`src/rtl/register_bank_scb.sv`:
```
// register_bank_scb: 32x32 register file with same-cycle write bypass and a
// per-register pending-write scoreboard that flags read-after-write hazards.
module register_bank_scb #(
    parameter int DATA_W             = 32,
    parameter int ADDR_W             = 5,
    parameter int ZERO_REG_HARDWIRED = 0
) (
    input  logic                 clk,
    input  logic                 rst_n,
    input  logic [ADDR_W-1:0]    rs_addr,
    input  logic [ADDR_W-1:0]    rt_addr,
    output logic [DATA_W-1:0]    rs_data,
    output logic [DATA_W-1:0]    rt_data,
    input  logic                 wr_en,
    input  logic [ADDR_W-1:0]    wr_addr,
    input  logic [DATA_W-1:0]    wr_data,
    input  logic                 issue_en,
    input  logic [ADDR_W-1:0]    issue_addr,
    output logic                 rs_busy,
    output logic                 rt_busy,
    output logic                 hazard,
    output logic                 scb_err,
    output logic [2**ADDR_W-1:0] busy_vec
);
    localparam int NUM_REGS = 2**ADDR_W;

    logic [DATA_W-1:0]   regs_q [NUM_REGS];
    logic [NUM_REGS-1:0] busy_q, busy_d, wr_oh, iss_oh;
    logic                err_q, err_d;
    logic                wr_ok, iss_ok;

    // With R0 hardwired, writes and issues to address 0 are dropped entirely,
    // so regs_q[0] and busy_q[0] never leave their reset value of zero.
    assign wr_ok  = wr_en && !(ZERO_REG_HARDWIRED != 0 && wr_addr == '0);
    assign iss_ok = issue_en && !(ZERO_REG_HARDWIRED != 0 && issue_addr == '0);
    assign wr_oh  = wr_ok ? (NUM_REGS'(1) << wr_addr) : '0;
    assign iss_oh = iss_ok ? (NUM_REGS'(1) << issue_addr) : '0;

    // Set after clear: a new issue wins over a same-cycle retirement.
    assign busy_d = (busy_q & ~wr_oh) | iss_oh;
    assign err_d  = err_q | (iss_ok && busy_q[issue_addr] && !(wr_en && wr_addr == issue_addr));

    always_ff @(posedge clk or negedge rst_n) begin
        if (!rst_n) begin
            for (int i = 0; i < NUM_REGS; i++) regs_q[i] <= '0;
            busy_q <= '0;
            err_q  <= 1'b0;
        end else begin
            if (wr_ok) regs_q[wr_addr] <= wr_data;
            busy_q <= busy_d;
            err_q  <= err_d;
        end
    end

    assign rs_data  = (wr_ok && wr_addr == rs_addr) ? wr_data : regs_q[rs_addr];
    assign rt_data  = (wr_ok && wr_addr == rt_addr) ? wr_data : regs_q[rt_addr];
    assign rs_busy  = busy_q[rs_addr] && !(wr_en && wr_addr == rs_addr);
    assign rt_busy  = busy_q[rt_addr] && !(wr_en && wr_addr == rt_addr);
    assign hazard   = rs_busy | rt_busy;
    assign scb_err  = err_q;
    assign busy_vec = busy_q;
endmodule

```
`config.mk`:
```
export PLATFORM = sky130hd
export DESIGN_NAME = register_bank_scb
export DESIGN_NICKNAME = d
export VERILOG_FILES = /design/src/rtl/register_bank_scb.sv
export SDC_FILE = /design/constraint.sdc
export NUM_CORES = 2
export LEC_CHECK = 0
export CAP_MARGIN = 20
export CORE_UTILIZATION = 57
export CTS_CLUSTER_SIZE = 8
export DETAILED_ROUTE_END_ITERATION = 12
export GPL_TIMING_DRIVEN = 0
export MAX_ROUTING_LAYER = met4
export PLACE_DENSITY = 0.75
export REMOVE_ABC_BUFFERS = 1
export SYNTH_ARGS = -nofsm -noshare
export SYNTH_HDL_FRONTEND = slang
export SYNTH_SLANG_ARGS = --single-unit
```
`constraint.sdc`:
```
create_clock -name clk -period 4.5 [get_ports clk]
set_input_delay 1.125 -clock clk [delete_from_list [all_inputs] [get_ports clk]]
set_output_delay 1.125 -clock clk [all_outputs]
set_load 0.01 [all_outputs]
```
==> summary.md <==
| Metric | Value |
|---|---|
| Outcome | completed |
| Largest net degree at the start of global routing | 159 |
| Worst-skew pair later-pin latency | 760 ps |
| Peak VDD IR | 0.0003691 V |
| WL final | 185.1 mm |
| Routed Antenna Nets | 0 |
| Share of layout cells above drive strength 1 | 54.58% |
| Final net count | 3891 |
| Syn Std Cell Area | 55640 um^2 |
| Gr ovfl total | 0 |
| Core area | 96710 um^2 |
| # fillers | 6243 |
| Die Span Y | 314.4 um |
| CP required | 3380 ps |
| Data arrival time of the critical path | 3370 ps |
| Crit path time final | 4494 ps |
| Vias | 38540 |
| CTS sink cnt | 1057 |
| Vias in the first global route | 39870 |
| DR pass1 iterations | 6 |
| Finished Cell Area | 66320 um^2 |
| Die ar. | 98870 um^2 |
| CTS tree | built |
| Final hold violations | 0 |
| WP buf/inv | 4 |
| Die width | 314.4 um |
| Initial Utilization | 57.54% |
| Crit-path max FO | 19 |
| Setup Skew | 7.902 ps |
| R2r worst-path depth | 5 |
| Pleak | 28.61 nW |
| Most common cell after layout, fill and taps aside | dfrtp_1 |
| Reg-to-reg endpoint | scb_err |
| GRT Total Usage | 39.21% |
| CP peak stage delay | 580 ps |
| Most frequent cells in the layout | 1057 x dfrtp_1, 1026 x mux2_2, 533 x mux4_2 |
| Sum Neg Setup Slack | 0 ps |
| Max Root-Sink Buffers | 3 |
| Post-synthesis register bit count | 1057 |
| Worst-margin pin slew | 1148 ps |
| Wirelength per Cell | 36.07 um |
| YS warnings | 0 |
| Slowest cell on the critical path | or4_1 |
| Hold_buf cts | 0 |
| RePlAce Congestion | 0.8199 |
| Slew Viols, Final | 0 |
| Initial antenna violation count | 3 |
| Worst Setup Path Type | input pin to primary output |
| Synthesized area per cell | 15.13 um^2 |
| Placed cell area | 58990 um^2 |
| Power per standard cell area | 442.6 nW/um^2 |
| Ys flop type | dfrtp_1 |
| Critical path endpoint category | primary output |
| Critical path, cell by cell | buf_16, buf_16, bufbuf_16, mux4_2, o22ai_1, or4_1, o21ai_4, buf_2 |
| Residual DRC | 0 |
| Row cnt | 114 |
| Mapped Cells | 3678 |
| EDFF count, synth | 0 |
| Crit-path leading delay family | buffers and inverters |
| IO Port Bufs | 155 |
| P&R area growth vs syn | 19.20% |
| Htree depth | 4 |
| Setup crit start kind | input pin |
| CP dominant cell by count | buf_16 |
| Max Cap Violations | 0 |
| CTS buffer count | 150 |
| Seq/Total Area, Yosys | 47.54% |
| HPWL after DPL | 93.68 mm |
| # IOs | 156 |
| Vias/cell | 7.510 |
| Detailed Route Iter0 Violations | 5093 |
| Worst R2R Setup Slack | 2580 ps |
| Clock Tree Root | clkbuf_16 |
| First-pass GRT wire length | 269.9 mm |
| Maximum clock frequency | 222.5 MHz |
| Util after Layout | 68.58% |
| Final setup fails | 0 |
| Final Cycle Share | 99.86% |
| Synth unique cells | 42 |
| Slew headroom | 23.20% |
| Class of the tightest hold or removal check | input pin to async pin |
| Worst-path clk slew | 40 ps |
| Worst reg2reg startpoint | busy_vec[11] |
| Ys async rst share | 100.0% |
[cells in the mapped netlist, types with 28 or more instances]
library cell  number  area (um^2)
buf_1             48        180.2
nor2_1            28        105.1
or4_1             63        473.0
o21ai_0           89        445.4
buf_4             32        240.2
dfrtp_1         1057        26450
clkbuf_1         209        784.5
o22ai_1          258         1614
buf_2            110        550.5
mux2_2          1026        11550
mux4_2           533        12000
nand2_1          107        401.6
[cells by family after synthesis]
kind of cell              share of synthesized area [%]
DFF                                               47.54
buffers and inverters                             3.263
muxes                                             42.45
and+or+nand+nor                                   2.420
xor gates and xnor gates                         0.2361
AOI/OAI and AO/OA                                 4.097
[power by group]
part           total, W  leakage (nW)  internal [W]  switching, W
clock network    0.0103          2.00       0.00608       0.00418
registers        0.0129          13.5        0.0114       0.00145
logic           0.00624          13.1       0.00388       0.00236
[routing by layer]
metal / wire length [um] / track usage [%] / part of all wire (%)
met5: 0 / - / 0
met4: 11540 / 21.06 / 6.2
met3: 19930 / 10.07 / 11
met2: 86660 / 58.49 / 47
met1: 66990 / 49.48 / 36
[worst reg2reg max path, cell delays in order (launching register included)]
cell	delay, ps
dfrtp_1	470
mux4_2	500
or2_2	290
a41oi_1	190
o21ai_0	130
a41o_1	240
[final cells by class]
class                           instances  area, um^2  share of cell area [%]
Tap cell                             1276        1597                   2.407
Clock buffer                          155        3846                   5.799
Clock inverter                         13       242.7                  0.3660
Inverter                               13       48.80                 0.07357
Timing Repair Buffer                  403        6173                   9.308
Antenna cell                            5       12.51                 0.01887
Multi-Input combinational cell       2210       27950                   42.15
Sequential cell                      1057       26450                   39.88
[through the flow]
| stage | hold WS [ps] | instances | worst slack (ps) | power, W |
|---|---|---|---|---|
| CTS | 327.4 | 5076 | -109.7 | 0.02912 |
| floorplan | 491.2 | 3278 | -1531 | 0.01641 |
| detailed placement | 457.5 | 4786 | -2100 | 0.01863 |
| finish | 295.3 | 5132 | 6.156 | 0.02936 |
| global route | 351.4 | 5129 | -2.347 | 0.03036 |
| global placement | 466.9 | 4709 | -45660 | 0.01909 |
[timing repair]
item,CTS,global route
setup endpoints to repair,67,54
resized for setup,302,47
setup buffers,73,25
gates cloned,49,3
pin swaps,13,11
[worst max-delay path by stage]
| stage | startpoint | to | slack, ps | cells after the start |
|---|---|---|---|---|
| floorplan | rs_addr[2] | rs_data[0] | -1530 | 4 |
| finish | rt_addr[0] | rt_data[22] | 6 | 8 |
| global placement | rst_n | busy_vec[0] | -45660 | 1 |
| detailed placement | rs_addr[1] | rs_data[22] | -2100 | 12 |
| CTS | rt_addr[1] | rt_data[6] | -110 | 12 |
| global route | rt_addr[0] | rt_data[22] | -2 | 8 |
[registers in the layout, summed over array words and instances, names as in the netlist]
register  cells
regs_q     1024
scb_err       1
busy_vec     32
No activity file was read; power rests on OpenSTA's default activity.
